`src/rtl/interp_pkg.sv`:
```
// Shared types and constants for the interpolation sequencer: FSM states,
// bilinear weights (in 1/256 units) and the 16-entry MAC tap table.
package interp_pkg;

  typedef enum logic [1:0] {
    ST_IDLE = 2'd0,
    ST_CALC = 2'd1,
    ST_OUT  = 2'd2
  } state_t;

  // Bilinear weights, scaled by 256 (they sum to 256 for each point)
  localparam logic [7:0] WT_NEAR = 8'd88;
  localparam logic [7:0] WT_MID  = 8'd62;
  localparam logic [7:0] WT_FAR  = 8'd44;

  localparam int NUM_PIX   = 25;
  localparam int NUM_TAPS  = 16;
  localparam int NUM_PTS   = 4;
  localparam int ACC_W     = 16;

  // Window pixel indices (r*5+c) of the pixels that are passed straight through
  localparam int PIX_CENTER = 12;  // (2,2)
  localparam int PIX_NE_0   = 14;  // (2,4)
  localparam int PIX_NE_2   = 22;  // (4,2)
  localparam int PIX_NE_4   = 10;  // (2,0)
  localparam int PIX_NE_6   = 2;   // (0,2)

  // One MAC tap: which window pixel to read and the weight to apply
  typedef struct packed {
    logic [4:0] pix;
    logic [7:0] wt;
  } tap_t;

  // Tap table indexed by {point, tap}; points are k=1,3,5,7 in that order
  function automatic tap_t tap_lookup(input logic [3:0] n);
    tap_t t;
    case (n)
      4'd0:    t = '{5'd18, WT_NEAR};  // k=1: p33
      4'd1:    t = '{5'd19, WT_MID};   // k=1: p34
      4'd2:    t = '{5'd23, WT_MID};   // k=1: p43
      4'd3:    t = '{5'd24, WT_FAR};   // k=1: p44
      4'd4:    t = '{5'd16, WT_NEAR};  // k=3: p31
      4'd5:    t = '{5'd15, WT_MID};   // k=3: p30
      4'd6:    t = '{5'd21, WT_MID};   // k=3: p41
      4'd7:    t = '{5'd20, WT_FAR};   // k=3: p40
      4'd8:    t = '{5'd6,  WT_NEAR};  // k=5: p11
      4'd9:    t = '{5'd1,  WT_MID};   // k=5: p01
      4'd10:   t = '{5'd5,  WT_MID};   // k=5: p10
      4'd11:   t = '{5'd0,  WT_FAR};   // k=5: p00
      4'd12:   t = '{5'd8,  WT_NEAR};  // k=7: p13
      4'd13:   t = '{5'd3,  WT_MID};   // k=7: p03
      4'd14:   t = '{5'd9,  WT_MID};   // k=7: p14
      default: t = '{5'd4,  WT_FAR};   // k=7: p04
    endcase
    return t;
  endfunction

endpackage

```
`src/rtl/interp_mac.sv`:
```
// Single multiply-accumulate unit shared by all bilinear points.
// o_sum is the value the accumulator takes on the next enabled edge, so the
// caller can capture a finished point in the same cycle as its last tap.
module interp_mac
  import interp_pkg::*;
#(
  parameter int WIDTH = 8
) (
  input  logic             i_clk,
  input  logic             i_rst_n,
  input  logic             i_en,
  input  logic             i_clr,
  input  logic [WIDTH-1:0] i_a,
  input  logic [7:0]       i_b,
  output logic [ACC_W-1:0] o_sum
);

  logic [ACC_W-1:0]   acc_q;
  logic [WIDTH+7:0]   prod;

  // Product plus either the running sum or zero on the first tap of a point
  always_comb begin
    prod  = i_a * i_b;
    o_sum = (i_clr ? '0 : acc_q) + ACC_W'(prod);
  end

  // Accumulator register
  // NOTE: clocked state uses non-blocking assignments so every register
  // samples pre-edge values regardless of process evaluation order.
  always_ff @(posedge i_clk or negedge i_rst_n) begin
    if (!i_rst_n) begin
      acc_q <= '0;
    end else if (i_en) begin
      acc_q <= o_sum;
    end
  end

endmodule

```
`src/rtl/interp_seq_ctrl.sv`:
```
// Interpolation sequencer: accepts a 5x5 window, computes four bilinear
// points on one time-shared MAC (16 taps), then presents the results and
// pass-through pixels until downstream takes them.
module interp_seq_ctrl
  import interp_pkg::*;
#(
  parameter int WIDTH = 8,
  parameter int FIXED = 24
) (
  input  logic                     i_clk,
  input  logic                     i_rst_n,
  input  logic [NUM_PIX*WIDTH-1:0] i_window,
  input  logic                     i_valid,
  output logic                     o_ready,
  output logic                     o_valid,
  input  logic                     i_ready,
  output logic                     o_busy,
  output logic [WIDTH-1:0]         o_pixel_center,
  output logic [WIDTH-1:0]         o_q_ne_0,
  output logic [WIDTH-1:0]         o_q_ne_2,
  output logic [WIDTH-1:0]         o_q_ne_4,
  output logic [WIDTH-1:0]         o_q_ne_6,
  output logic [FIXED-1:0]         o_q_ne_1,
  output logic [FIXED-1:0]         o_q_ne_3,
  output logic [FIXED-1:0]         o_q_ne_5,
  output logic [FIXED-1:0]         o_q_ne_7
);

  state_t                   state_q, state_d;
  logic [1:0]               pt_q;    // point counter: 0..3 -> k=1,3,5,7
  logic [1:0]               tap_q;   // tap counter within a point
  logic [NUM_PIX*WIDTH-1:0] win_q;
  logic [ACC_W-1:0]         res_q [NUM_PTS];

  logic                     accept;
  logic                     mac_en;
  logic                     last_tap;
  tap_t                     cur_tap;
  logic [WIDTH-1:0]         cur_pix;
  logic [ACC_W-1:0]         mac_sum;

  // State register
  always_ff @(posedge i_clk or negedge i_rst_n) begin
    if (!i_rst_n) begin
      state_q <= ST_IDLE;
    end else begin
      state_q <= state_d;
    end
  end

  // Next-state and handshake outputs
  // NOTE: every output of this block is given a default first, so no path
  // through the case leaves a signal unassigned and no latch is inferred.
  always_comb begin
    state_d  = state_q;
    o_ready  = 1'b0;
    o_valid  = 1'b0;
    o_busy   = 1'b0;
    accept   = 1'b0;
    mac_en   = 1'b0;
    last_tap = (pt_q == 2'd3) && (tap_q == 2'd3);
    case (state_q)
      ST_IDLE: begin
        o_ready = 1'b1;
        if (i_valid) begin
          accept  = 1'b1;
          state_d = ST_CALC;
        end
      end
      ST_CALC: begin
        o_busy = 1'b1;
        mac_en = 1'b1;
        if (last_tap) state_d = ST_OUT;
      end
      ST_OUT: begin
        o_busy  = 1'b1;
        o_valid = 1'b1;
        if (i_ready) state_d = ST_IDLE;
      end
      default: state_d = ST_IDLE;
    endcase
  end

  // Point/tap counters: tap is the inner loop, point the outer
  always_ff @(posedge i_clk or negedge i_rst_n) begin
    if (!i_rst_n) begin
      pt_q  <= '0;
      tap_q <= '0;
    end else if (accept) begin
      pt_q  <= '0;
      tap_q <= '0;
    end else if (mac_en) begin
      tap_q <= tap_q + 2'd1;
      if (tap_q == 2'd3) pt_q <= pt_q + 2'd1;
    end
  end

  // Window latch: captured once on acceptance, later input changes ignored
  always_ff @(posedge i_clk or negedge i_rst_n) begin
    if (!i_rst_n) begin
      win_q <= '0;
    end else if (accept) begin
      win_q <= i_window;
    end
  end

  // Tap operand selection from the latched window
  always_comb begin
    cur_tap = tap_lookup({pt_q, tap_q});
    cur_pix = win_q[int'(cur_tap.pix)*WIDTH +: WIDTH];
  end

  interp_mac #(
    .WIDTH (WIDTH)
  ) u_mac (
    .i_clk   (i_clk),
    .i_rst_n (i_rst_n),
    .i_en    (mac_en),
    .i_clr   (tap_q == 2'd0),
    .i_a     (cur_pix),
    .i_b     (cur_tap.wt),
    .o_sum   (mac_sum)
  );

  // Result registers: capture each point on its last tap
  // NOTE: the four result words are reset like ordinary flops; they are
  // few and must read as zero after reset.
  always_ff @(posedge i_clk or negedge i_rst_n) begin
    if (!i_rst_n) begin
      for (int i = 0; i < NUM_PTS; i++) res_q[i] <= '0;
    end else if (mac_en && (tap_q == 2'd3)) begin
      res_q[pt_q] <= mac_sum;
    end
  end

  assign o_pixel_center = win_q[PIX_CENTER*WIDTH +: WIDTH];
  assign o_q_ne_0       = win_q[PIX_NE_0*WIDTH +: WIDTH];
  assign o_q_ne_2       = win_q[PIX_NE_2*WIDTH +: WIDTH];
  assign o_q_ne_4       = win_q[PIX_NE_4*WIDTH +: WIDTH];
  assign o_q_ne_6       = win_q[PIX_NE_6*WIDTH +: WIDTH];

  assign o_q_ne_1 = FIXED'(res_q[0]);
  assign o_q_ne_3 = FIXED'(res_q[1]);
  assign o_q_ne_5 = FIXED'(res_q[2]);
  assign o_q_ne_7 = FIXED'(res_q[3]);

endmodule

```
`config.mk`:
```
export PLATFORM = sky130hd
export DESIGN_NAME = interp_seq_ctrl
export DESIGN_NICKNAME = d
export VERILOG_FILES = /design/src/rtl/interp_pkg.sv /design/src/rtl/interp_mac.sv /design/src/rtl/interp_seq_ctrl.sv
export SDC_FILE = /design/constraint.sdc
export NUM_CORES = 1
export LEC_CHECK = 0
export ABC_AREA = 1
export ABC_CLOCK_PERIOD_IN_PS = 9100
export CAP_MARGIN = 10
export CORE_ASPECT_RATIO = 2
export CORE_MARGIN = 2
export CORE_UTILIZATION = 56
export DETAILED_ROUTE_END_ITERATION = 10
export HOLD_SLACK_MARGIN = 0.08
export MAX_ROUTING_LAYER = met4
export PLACE_DENSITY = 0.95
export SYNTH_ARGS = -nofsm -noshare
export SYNTH_HDL_FRONTEND = slang
export SYNTH_SLANG_ARGS = --single-unit
```
`constraint.sdc`:
```
create_clock -name i_clk -period 9.1 [get_ports i_clk]
set_input_delay 1.365 -clock i_clk [delete_from_list [all_inputs] [get_ports i_clk]]
set_output_delay 1.365 -clock i_clk [all_outputs]
set_load 0.005 [all_outputs]
```
# Word-level counts from Yosys, hierarchy flattened

Memory sizes are Yosys's and may differ from the RTL's.
Cells that the tools add are included.

Memories: 1
Memory bits (read-only): 160
Latch bits: 0
Register bits: 286
Logic and storage cells: 54
Output and inout bits: 139
Bits of input ports: 204
Memory bits (writable): 0

Memory list:

| name             | depth | bits a word | rd ports | clocked after memory_dff | wr ports | line             | RTL |
|---|---|---|---|---|---|---|---|
| (name not given) | 16    | 10          | 1        | 0                        | 0        | interp_pkg.sv:37 | `case (n)` |

Magnitude comparators: 2
Shift operators: 1
Bitwise operators: 1
Multiply operators: 1
Div/mod/pow operators: 0
Mux-type cells: 19
Eq/ne operators: 7
Reductions and logical operators: 10
$add $sub $neg: 3

Operators by type and width:

| cell                  | count |
|---|---|
| $shiftx A200 B9 Y8    | 1 |
| $bwmux W64            | 1 |
| $demux W16 S2         | 1 |
| $mux W16              | 2 |
| $add A16 B16 Y16      | 1 |
| $mul A8 B8 Y16        | 1 |
| $mux W2               | 8 |
| $eq A2 B2 Y1 const B  | 3 |
| $mux W1               | 6 |
| $ne A2 B2 Y1 const B  | 3 |
| $pmux W2 S3           | 1 |
| $add A2 B1 Y2 const B | 2 |
| $logic_not A2 Y1      | 2 |
| $reduce_bool A2 Y1    | 2 |
| $ge A3 B3 Y1 const B  | 1 |
| $logic_and A1 B1 Y1   | 3 |
| $lt A3 B1 Y1 const B  | 1 |
| $not A2 Y3            | 1 |
| $reduce_and A3 Y1     | 1 |
| $eq A2 B1 Y1 const B  | 1 |
| $reduce_and A2 Y1     | 1 |
| $reduce_or A2 Y1      | 1 |

# Depth between registers and ports, before layout

Depth in word-level cells: 6
Mapped depth: 33
Depth with buffers taken out: 31

# Modules after synthesis

From an unflattened synthesis, not the netlist that was laid out.

Cell total of the unflattened synthesis: 2,208
Area, all modules: 16,736.1 µm²

Modules (own cells, without submodules):

| module          | sequential area each (µm²) | instances | area each (µm²) | cells each |
|---|---|---|---|---|
| interp_seq_ctrl | 6,756.5                    | 1         | 13,167.6        | 1,691 |
| interp_mac      | 400.4                      | 1         | 3,568.4         | 517 |

# Worst setup path after synthesis

Ideal clock, no wire load.

Path kind: flip-flop to flip-flop
Start point: register tap_q[0]
End point: register u_mac.acc_q[14]
Cell stages (with the launch flop): 30
Library setup time: 0.136 ns
Slack: 3.680 ns
Data arrival time: 5.284 ns
Required time: 8.964 ns
Period minus slack after synthesis: 5.420 ns
Path buffers: 3
Path through: dfrtp_1 inv_1 ha_1 buf_2 inv_1 buf_4 buf_2 nor2_1 nor2_1 nand2_1 nand3_1 nand3_1 nand3_1 nand2_2 nor2_1 fa_1 inv_1 fa_1 inv_1 fa_1 inv_1 fa_1 inv_1 ha_1 a21oi_1 nor2_1 o21ai_0 nand4_1 nand3_1 o21ai_0

Longest elaborated chain between the ends: 4
Elaborated cells on any way between the ends: 6
Those cells by class: add/sub: 1; mul: 1; shift: 1; mux: 1; reduce/logical: 1; memory: 1

RTL lines:

| element                | line                   | RTL |
|---|---|---|
| start, declared        | interp_seq_ctrl.sv:31  | `logic [1:0] tap_q;` |
| start signal, assigned | interp_seq_ctrl.sv:93  | `tap_q <= tap_q + 2'd1;` |
| $mem_v2 Z16 W10        | --                     |  |
| $shiftx A200 B9 Y8     | interp_seq_ctrl.sv:110 | `cur_pix = win_q[int'(cur_tap.pix)*WIDTH +: WIDTH];` |
| $mul A8 B8 Y16         | interp_mac.sv:23       | `prod = i_a * i_b;` |
| $add A16 B16 Y16 (*)   | interp_mac.sv:24       | `o_sum = (i_clr ? '0 : acc_q) + ACC_W'(prod);` |
| end signal, assigned   | interp_mac.sv:34       | `acc_q <= o_sum;` |
| end, declared          | interp_mac.sv:18       | `logic [ACC_W-1:0] acc_q;` |

Every way passes the cells marked *; elsewhere a longest branch is shown, timed or not.
A chain may end at the register's enable or synchronous reset.

# Worst setup path in the final report

Start point: register tap_q[0]
End point: register res_q (netlist bit o_q_ne_1[10])

Longest elaborated chain between the ends: 5
Elaborated cells on any way between the ends: 9
Those cells by class: add/sub: 1; mul: 1; eq/ne: 1; shift: 1; mux: 2; reduce/logical: 2; memory: 1

RTL lines:

| element                       | line                   | RTL |
|---|---|---|
| $mem_v2 Z16 W10               | --                     |  |
| $shiftx A200 B9 Y8            | interp_seq_ctrl.sv:110 |  |
| $mul A8 B8 Y16                | interp_mac.sv:23       |  |
| $add A16 B16 Y16              | interp_mac.sv:24       |  |
| $bwmux W64                    | interp_seq_ctrl.sv:132 | `res_q[pt_q] <= mac_sum;` |
| end signal, assigned by index | interp_seq_ctrl.sv:132 |  |
| end, declared                 | interp_seq_ctrl.sv:33  | `logic [ACC_W-1:0] res_q [NUM_PTS];` |

Several ways; a longest one is shown, not always the timed one.

==> flow_summary.ini <==
[die]
fp-row-count = 87
dieArea_um2 = 29880
die_y_um = 242.5
ios = 343
core-area_um2 = 28080
fp.dieW_um = 123.2
start_util_pct = 56.69

[critical_path]
r2r_end = o_q_ne_1[10]$_DFFE_PN0P_
critical_path_arrival_ns = 7.82
crit_end = o_q_ne_1[10]$_DFFE_PN0P_
worstRegToRegCells = 26
end_kind = flip-flop
required_ns = 9.46
start_kind = flip-flop
crit_type = reg2reg
r2r-start = tap_q[0]$_DFFE_PN0P_
startpoint = tap_q[0]$_DFFE_PN0P_
ff2ff_setup_slack_ns = 1.64
path_max_fanout = 50

[cells_and_area]
layout_commonest_cell = nand2_1
final_cell_mix = 1035 x nand2_1, 309 x clkdlybuf4s50_1, 286 x dfrtp_1
fin_nets = 2629
areaGrowthSynthToFinish_pct = 23.11
layout-drive-gt1-share_pct = 3.275

[synthesis]
synth_edf_count = 0
netlist_area_um2 = 15920
synth-async-reset-ratio_pct = 100.0
synth_cell_types = 30
synth_top_area_cell = dfrtp_1
synth-seq-cells = 286
yosysWarnings = 0
netlist_instances = 2130
synth_top_area_share_pct = 44.95
synthTopCellsByArea = dfrtp_1 45%, nand2_1 24%, nand3_1 4.8%
yosysSeqAreaShare_pct = 44.95
syn_avg_cell_area_um2 = 7.474
yosys_most_used_dff = dfrtp_1

[place]
io_buffers = 310
dpl.hpwl_um = 35080
place.gp.congestion = 0.9678

[cts]
clock-sinks = 286
htreeDepth = 1
cts_setup_buffers = 0
cts_root_buffer = clkbuf_16
cts_buffers = 24
clock_latency_ns = 0.54
cts_hold_buf = 0
cts_tree = yes
ctsResizeCount = 0
cts.clk_slew.worst_paths_ns = 0.07
clk_path_buf_depth = 3

[global_route]
grt_pass1_vias = 14850
grt_max_degree = 109
grt_pass1_wl_um = 75440
grt.total_usage_pct = 33.23
gr-total-overflow = 0
antenna_found_initial = 2

[routing]
antenna_left = 0
drtPass1Iterations = 6
drc_errors = 0
vias_per_cell = 5.456
routedWlPerCell_um = 17.71
wl_um = 47980
dr_total_vias = 14780
drt-initial-drc-count = 1357

[sta]
max_freq_mhz = 134.1
final-max-slew-violation-count = 0
layout_min_cycle_time_ns = 7.457
tightestPinTransition_ns = 1.090
finalSetupViolCount = 0
slew-limit-headroom_pct = 27.31
fin_skew_ns = 0.01399
rsz0062_at_grt = no
tns_ns = 0
final-hold-violation-count = 0
period_share_pct = 81.94

[run]
cap_violations = 0

[worst_hold_path]
hp-start = win_q[90]$_DFFE_PN0P_
hold_path.class = reg2reg

[run_status]
status = finished, final reports clean
final cells by class:
type                            instances  area, µm²
Antenna cell                            2      5.005
Inverter                              133      505.5
Clock inverter                         12      196.4
Clock buffer                           32      671.9
Sequential cell                       286       7157
Tap cell                              356      445.4
Multi-Input combinational cell       1569       7431
Timing Repair Buffer                  319       3188
Fill cell                            2126       8484
Yosys cell counts, types with 2 or more instances:
| cell type | n |
|---|---|
| a21oi_1 | 11 |
| a31oi_1 | 2 |
| buf_1 | 4 |
| buf_2 | 19 |
| buf_4 | 77 |
| clkbuf_1 | 72 |
| dfrtp_1 | 286 |
| fa_1 | 36 |
| ha_1 | 56 |
| inv_1 | 127 |
| inv_2 | 6 |
| nand2_1 | 1036 |
| nand2_2 | 10 |
| nand3_1 | 153 |
| nand3_2 | 5 |
| nand4_1 | 3 |
| nor2_1 | 145 |
| nor3_1 | 2 |
| o21ai_0 | 63 |
| xnor2_1 | 5 |
| xor2_1 | 3 |
sequential cells by signal (all words and copies together) (netlist names):
signal / flops
o_q_ne_1: 16
o_q_ne_3: 16
o_q_ne_5: 16
o_q_ne_7: 16
pt_q: 2
state_q: 2
tap_q: 2
u_mac.acc_q: 16
win_q: 200
through the flow:
stage | std cells | utilization [%] | cell area (µm²) | hold slack, ns | setup slack, ns
global route | 2709 | 69.79 | 19600 | 0.4983 | 1.109
CTS | 2707 | 69.77 | 19600 | 0.4839 | 1.706
finish | 2709 | 69.79 | 19600 | 0.4817 | 1.643
global placement | 2663 | 66.68 | 18730 | 0.4619 | 2.025
detailed placement | 2663 | 66.68 | 18730 | 0.4649 | 1.805
floorplan | 2161 | - | 16040 | 0.4489 | 3.680
layer usage:
metal	GRT usage, %	part of all wire, %	vias up
li1	-	-	6823
met1	35.15	33	7034
met2	58.13	54	728
met3	3.508	5.6	194
met4	19.85	7.3	0
met5	-	0	-
logic make-up after synthesis:
kind of cell | share of synthesized area [%]
other | 0.02355
xor gates and xnor gates | 0.4401
buffers and inverters | 9.227
and+or+nand+nor | 33.77
adders and majority gates | 8.928
DFF | 44.95
AOI/OAI and AO/OA | 2.656
critical path: stages (launching register included):
cell,delay [ns]
dfrtp_1,0.49
inv_1,0.21
ha_4,0.21
nand2_1,0.08
nand3_2,0.67
nand2_2,1.04
inv_2,0.19
nand2_1,0.11
nand3_1,0.08
nand3_1,0.10
nand2_1,0.07
nand2_2,0.11
nor2_1,0.07
fa_1,0.55
inv_1,0.06
fa_1,0.52
inv_1,0.06
fa_1,0.53
inv_1,0.05
fa_1,0.52
inv_1,0.04
ha_1,0.36
a21oi_1,0.29
nand2_1,0.18
a21oi_1,0.20
xor2_1,0.30
o21ai_0,0.18
worst min path at each step:
stage	end	slack, ns	cells past startpoint
final	win_q[90]$_DFFE_PN0P_	0.48	2
after global routing	win_q[2]$_DFFE_PN0P_	0.50	2
after global placement	win_q[75]$_DFFE_PN0P_	0.46	2
after floorplan	win_q[192]$_DFFE_PN0P_	0.45	2
after CTS	win_q[55]$_DFFE_PN0P_	0.48	2
after detailed placement	win_q[68]$_DFFE_PN0P_	0.46	2
Power is left out: the tool's default activity adds up to more than one toggle a clock period on the data nets, which glitch-free logic cannot reach.
